**src/rtl/fetch_issue_queue.sv**
```systemverilog
// fetch_issue_queue: instruction/PC buffer between fetch and decode.
// Ports: clock, reset (async, high), flush; in_valid/in_instruction/in_PC
// with in_ready from fetch; out_valid/out_instruction/out_PC with
// out_ready to decode; count occupancy; stall_cycles/flushed_entries
// statistics; report prints state. Statistics exist only when
// FETCH_QUEUE_STATS_EN is defined, otherwise they read as 0.
module fetch_issue_queue #(
    parameter int CORE         = 0,
    parameter int DATA_WIDTH   = 32,
    parameter int ADDRESS_BITS = 20,
    parameter int DEPTH_BITS   = 2
) (
    input  logic                    clock,
    input  logic                    reset,
    input  logic                    flush,
    input  logic                    in_valid,
    input  logic [DATA_WIDTH-1:0]   in_instruction,
    input  logic [ADDRESS_BITS-1:0] in_PC,
    output logic                    in_ready,
    output logic                    out_valid,
    output logic [DATA_WIDTH-1:0]   out_instruction,
    output logic [ADDRESS_BITS-1:0] out_PC,
    input  logic                    out_ready,
    output logic [DEPTH_BITS:0]     count,
    output logic [31:0]             stall_cycles,
    output logic [31:0]             flushed_entries,
    input  logic                    report
);

    localparam int DEPTH = 1 << DEPTH_BITS;
    localparam int PW    = DEPTH_BITS;
    localparam int CW    = DEPTH_BITS + 1;
    localparam int EW    = DATA_WIDTH + ADDRESS_BITS;
    localparam logic [CW-1:0] FULL = {1'b1, {DEPTH_BITS{1'b0}}};

    logic [EW-1:0] mem_q [DEPTH];
    logic [PW-1:0] wr_ptr_q, wr_ptr_d;
    logic [PW-1:0] rd_ptr_q, rd_ptr_d;
    logic [CW-1:0] count_q, count_d;
    logic          push;
    logic          pop;
    logic [EW-1:0] head;

    always_comb begin
        in_ready        = (count_q != FULL);
        // Decode never sees a head entry during a redirect cycle.
        out_valid       = (count_q != '0) & ~flush;
        push            = in_valid & in_ready & ~flush;
        pop             = out_valid & out_ready;
        head            = mem_q[rd_ptr_q];
        out_instruction = '0;
        out_PC          = '0;
        if (out_valid) begin
            {out_instruction, out_PC} = head;
        end
        wr_ptr_d = wr_ptr_q;
        rd_ptr_d = rd_ptr_q;
        count_d  = count_q;
        if (flush) begin
            wr_ptr_d = '0;
            rd_ptr_d = '0;
            count_d  = '0;
        end else begin
            if (push) wr_ptr_d = wr_ptr_q + PW'(1);
            if (pop)  rd_ptr_d = rd_ptr_q + PW'(1);
            count_d = count_q + CW'(push) - CW'(pop);
        end
    end

    always_ff @(posedge clock or posedge reset) begin
        if (reset) begin
            wr_ptr_q <= '0;
            rd_ptr_q <= '0;
            count_q  <= '0;
        end else begin
            wr_ptr_q <= wr_ptr_d;
            rd_ptr_q <= rd_ptr_d;
            count_q  <= count_d;
        end
    end

    // Entry storage needs no reset; count gates every read.
    always_ff @(posedge clock) begin
        if (push) begin
            mem_q[wr_ptr_q] <= {in_instruction, in_PC};
        end
    end

    assign count = count_q;

`ifdef FETCH_QUEUE_STATS_EN
    logic [31:0] stall_q, stall_d;
    logic [31:0] flushed_q, flushed_d;
    logic [32:0] flushed_sum;

    always_comb begin
        stall_d     = stall_q;
        flushed_d   = flushed_q;
        flushed_sum = {1'b0, flushed_q} + 33'(count_q);
        if (in_valid & ~in_ready & ~flush & (stall_q != '1)) begin
            stall_d = stall_q + 32'd1;
        end
        // Saturate instead of wrapping on overflow.
        if (flush) begin
            flushed_d = flushed_sum[32] ? '1 : flushed_sum[31:0];
        end
    end

    always_ff @(posedge clock or posedge reset) begin
        if (reset) begin
            stall_q   <= '0;
            flushed_q <= '0;
        end else begin
            stall_q   <= stall_d;
            flushed_q <= flushed_d;
        end
    end

    assign stall_cycles    = stall_q;
    assign flushed_entries = flushed_q;
`else
    assign stall_cycles    = '0;
    assign flushed_entries = '0;
`endif

`ifndef SYNTHESIS
    always @(posedge clock) begin
        if (report) begin
`ifdef FETCH_QUEUE_STATS_EN
            $display("fiq core%0d cnt=%0d wr=%0d rd=%0d pc=%h ins=%h ir=%b ov=%b stall=%0d flushed=%0d",
                     CORE, count_q, wr_ptr_q, rd_ptr_q, out_PC,
                     out_instruction, in_ready, out_valid,
                     stall_cycles, flushed_entries);
`else
            $display("fiq core%0d cnt=%0d wr=%0d rd=%0d pc=%h ins=%h ir=%b ov=%b",
                     CORE, count_q, wr_ptr_q, rd_ptr_q, out_PC,
                     out_instruction, in_ready, out_valid);
`endif
        end
    end
`endif

endmodule
```
**config.mk**
```make
export PLATFORM = sky130hd
export DESIGN_NAME = fetch_issue_queue
export DESIGN_NICKNAME = d
export VERILOG_FILES = /design/src/rtl/fetch_issue_queue.sv
export SDC_FILE = /design/constraint.sdc
export NUM_CORES = 1
export LEC_CHECK = 0
export BUFFER_PORTS_ARGS = -buffer_cell sky130_fd_sc_hd__clkbuf_2
export CAP_MARGIN = 15
export CORE_MARGIN = 2
export CORE_UTILIZATION = 55
export DETAILED_ROUTE_END_ITERATION = 10
export PLACE_DENSITY = 0.8
export SLEW_MARGIN = 20
export SYNTH_ARGS = -nofsm -noshare
export SYNTH_HDL_FRONTEND = slang
export SYNTH_SLANG_ARGS = --single-unit
export TNS_END_PERCENT = 50
```
**constraint.sdc**
```tcl
create_clock -name clock -period 7 [get_ports clock]
set_input_delay 1.05 -clock clock [delete_from_list [all_inputs] [get_ports clock]]
set_output_delay 1.05 -clock clock [all_outputs]
set_load 0.1 [all_outputs]
```
# Word-level counts from Yosys, hierarchy flattened
# Memories as Yosys holds them, arrays and structs flattened.
# Cells that the tools add are included.
# totals
regBits	7
in_bits	58
output_inout_bits	121
mem_bits_rw	208
elab_cells	26
mem_count	1
# memory_table
memory	depth	width	read_ports	rd_ports_with_merged_regs	wr	line	source
mem_q	4	52	1	0	1	36	logic [EW-1:0] mem_q [DEPTH];
# classes
eq_ne	1
n_addsub	4
n_reduce_logical	3
n_bitwise	5
n_mux	9
# ops
cell	n
$mux W32	1
$mux W20	1
$mux W2	4
$add A2 B1 Y2 const B	2
$and A1 B1 Y1	4
$reduce_bool A2 Y1	2
$add A3 B1 Y3	1
$mux W3	1
$ne A3 B3 Y1 const B	1
$reduce_bool A3 Y1	1
$sub A3 B1 Y3	1
$mux W1	2
$not A1 Y1	1

# Longest topological paths before layout
# logic_depth
depth_word	6
mapped_depth	11

# Worst setup path before layout
# No wires, ideal clock.
# synth_timing
kind	input to output
start	in flush
end	out out_PC[10]
path_buffers	2
setup_slack_ns	2.607
t_arrival_ns	3.343
cell_stages	4
required_ns	5.950
cell_sequence	buf_2 -> nor2_1 -> clkbuf_1 -> and2_1
# synth_between
elab_chain_cells	3
# synth_rtl
item	line	source
from (decl)	15	input logic flush,
$not A1 Y1	47	out_valid = (count_q != '0) & ~flush;
$and A1 B1 Y1	47	
named net out_valid	20	output logic out_valid,
$mux W20	53	if (out_valid) begin
to (decl)	22	output logic [ADDRESS_BITS-1:0] out_PC,
# The timed path passes the listed nets, and every way through them passes these cells.

# Worst setup path after layout
# layout_timing
start	reg rd_ptr_q[1]
end	out out_PC[14]
# layout_between
elab_chain_cells	2
# layout_rtl
item	line	source
from (decl)	38	logic [PW-1:0] rd_ptr_q, rd_ptr_d;
from (signal assigned)	77	rd_ptr_q <= rd_ptr_d;
$mem_v2 Z4 W52	n/a	
$mux W20	53	
# No other way between the ends.

==> flow_metrics.env <==
export IMPL_final_net_count=635
export IMPL_slew_viol_final=0
export IMPL_dieArea_sq_mm=0.0171
export IMPL_grt_max_degree=56
export IMPL_cts_resized=0
export IMPL_drive_gt1_frac=0.354
export IMPL_wirelength_mm=14.6
export IMPL_clk_path_buf_depth=3
export IMPL_ys_top_cells_by_area="edfxtp_1 (71%), mux4_2 (12%), buf_4 (5.4%)"
export IMPL_cts_tree="built"
export IMPL_power_total_w=0.00406
export IMPL_die_x_um=131
export IMPL_reg2reg_to="mem_q[1][12]$_DFFE_PP_"
export IMPL_post_cts_buffers=0
export IMPL_fp_dieH_um=131
export IMPL_synth_cells=445
export IMPL_maxCapViolations=0
export IMPL_num_fill_cells=1088
export IMPL_worstSetupPathType="reg2out"
export IMPL_yosys_warnings=0
export IMPL_hold_violations=0
export IMPL_cts_max_level=1
export IMPL_grt_pass1_vias=4253
export IMPL_syn_area_sq_mm=0.00883
export IMPL_cp_end_kind="primary output"
export IMPL_final_util=0.642
export IMPL_synth_top_area_frac=0.707
export IMPL_cts_root_buf="clkbuf_16"
export IMPL_synth_area_leader_cell="edfxtp_1"
export IMPL_critPathArrivalTime_ns=2.73
export IMPL_yosysMostFrequentCell="edfxtp_1"
export IMPL_setup_tns_ns=0
export IMPL_seq_area_sq_mm=0.00643
export IMPL_wl_per_cell_um=18.3
export IMPL_synth_commonest_cells="edfxtp_1 (208), buf_4 (64), and2_1 (57)"
export IMPL_fin_cells=802
export IMPL_dp_cells=761
export IMPL_ant_nets=0
export IMPL_worst_r2r_path_depth=4
export IMPL_drtPass1Iterations=4
export IMPL_startpoint_type="register"
export IMPL_drt_vias_per_instance=5.21
export IMPL_r2r_setup_slack_ns=4.43
export IMPL_max_freq_mhz=265
export IMPL_critPathRequiredTime_ns=5.95
export IMPL_rr_startpoint="count[2]$_DFF_PP0_"
export IMPL_drcViolationCount=0
export IMPL_first_iter_violations=250
export IMPL_peakVddDrop_uv=331
export IMPL_track_usage=0.174
export IMPL_cts_sinks=215
export IMPL_clock_skew_ns=0.0118
export IMPL_synth_seq_area_share=0.727
export IMPL_status="completed"
export IMPL_overflow=0
export IMPL_finalSetupViolations=0
export IMPL_gp_congestion=0.753
export IMPL_rsz0062_at_grt="no"
export IMPL_dp_hpwl_mm=8.72
export IMPL_antenna_found_initial=1
export IMPL_synth_cell_type_count=26
export IMPL_p_per_area_mw_per_mm2=401
export IMPL_synth_edff_count=208
export IMPL_async_flop_share=0.0326
export IMPL_rows=46
export IMPL_pin_count=179
export IMPL_min_period_ns=3.78
export IMPL_cts_buffers_inserted=22
export IMPL_grt_pass1_wl_mm=22.4
export IMPL_start_util=0.560
export IMPL_port_buffers=113
export IMPL_ys_flop_type="edfxtp_1"
export IMPL_tightest_slew_ns=0.790
export IMPL_area_growth_pct=14.6
export IMPL_synth_area_per_cell_sq_um=19.8
export IMPL_vias=4182
export IMPL_p_leak_nw=3.65
export IMPL_fin_crit_sh=0.540
export IMPL_ctsHoldBuffers=0
export IMPL_path_max_fanout=28
export IMPL_slew_headroom=0.473
export IMPL_core_area_sq_mm=0.0158
export IMPL_hold_class="in2async"
export IMPL_clk_pin_slew_ns=0.06
export IMPL_clkLatencyLatePin_ns=0.49
export IMPL_multi_input_area_sq_mm=0.00202
export IMPL_ys_ff_latch=215
==> final cells by class <==
class / instances / area share
antenna: 1 / 0.000247
clock buffer: 29 / 0.0622
clock inverter: 10 / 0.00754
inverter: 9 / 0.00334
multi-input combinational: 202 / 0.200
sequential: 215 / 0.635
tap: 216 / 0.0267
timing repair buffer: 120 / 0.0650
==> power breakdown <==
part	switching, W	internal (W)	leakage [nW]
registers	0.0000550	0.00149	1.98
logic	0.00108	0.000321	1.33
clock network	0.000447	0.000668	0.342
total	0.00158	0.00248	3.65
==> state kept, by name, summed over array words and instances (netlist names) <==
| signal | cells |
|---|---|
| wr_ptr_q | 2 |
| mem_q | 208 |
| rd_ptr_q | 2 |
| count | 3 |
==> worst max path at each step <==
| stage | slack [ns] | from | to | cells past startpoint |
|---|---|---|---|---|
| 6_report | 3.22 | rd_ptr_q[1]$_DFFE_PP0P_ | out_PC[14] | 4 |
| 5_1_grt | 3.10 | rd_ptr_q[1]$_DFFE_PP0P_ | out_PC[1] | 4 |
| 4_1_cts | 2.99 | rd_ptr_q[0]$_DFFE_PP0P_ | out_PC[18] | 3 |
| 3_5_place_dp | 3.27 | flush | out_instruction[23] | 5 |
| 3_3_place_gp | 3.01 | flush | out_instruction[23] | 4 |
| 2_1_floorplan | 2.61 | flush | out_PC[10] | 4 |
==> logic make-up (layout without fill, tap and decap cells) <==
group,Yosys count,count (layout),synth area share
AOI/OAI and AO/OA,6,6,0.00368
muxes,53,53,0.136
DFF,215,215,0.727
buffers and inverters,91,168,0.0720
xor gates and xnor gates,1,1,0.000992
other,1,65,0.000425
and+or+nand+nor,71,71,0.0490
adders and majority gates,7,7,0.0108
==> through the flow <==
stage	cell area [sq um]	hold WS [ns]	worst slack, ns
2_1_floorplan	9070	0.557	2.61
3_3_place_gp	9360	0.569	3.01
3_5_place_dp	9380	0.592	3.27
4_1_cts	10100	0.463	2.99
5_1_grt	10100	0.487	3.10
6_report	10100	0.469	3.22
==> worst max-delay path, stage by stage (launching register included) <==
cell and delay, ns:
dfrtp_2 0.79, buf_4 0.48, mux4_2 0.38, and2_1 0.18, clkbuf_2 0.36
==> per-layer routing <==
| layer | vias up | wire length (um) | global-route usage |
|---|---|---|---|
| met4 | 0 | 266 | 0.0438 |
| met3 | 26 | 1030 | 0.0485 |
| met2 | 180 | 7540 | 0.305 |
| met5 | - | 0 | 0 |
| met1 | 2118 | 5800 | 0.216 |
| li1 | 1858 | - | - |
==> cells in the final DEF, fill, tap and decap left out, drive strengths merged <==
master	count
nand3	2
nor3	3
inv	9
o211ai	1
nor2	3
fa	1
ha	6
buf	7
conb	64
a21oi	2
and2	57
o21ai	3
bufinv	1
mux4	52
clkinv	7
nand2	2
mux2i	1
or3	1
edfxtp	208
clkinvlp	2
nor3b	2
xor2	1
clkbuf	142
nor2b	1
dfrtp	7
diode	1
Note: power is estimated with default switching activity, not from simulation.
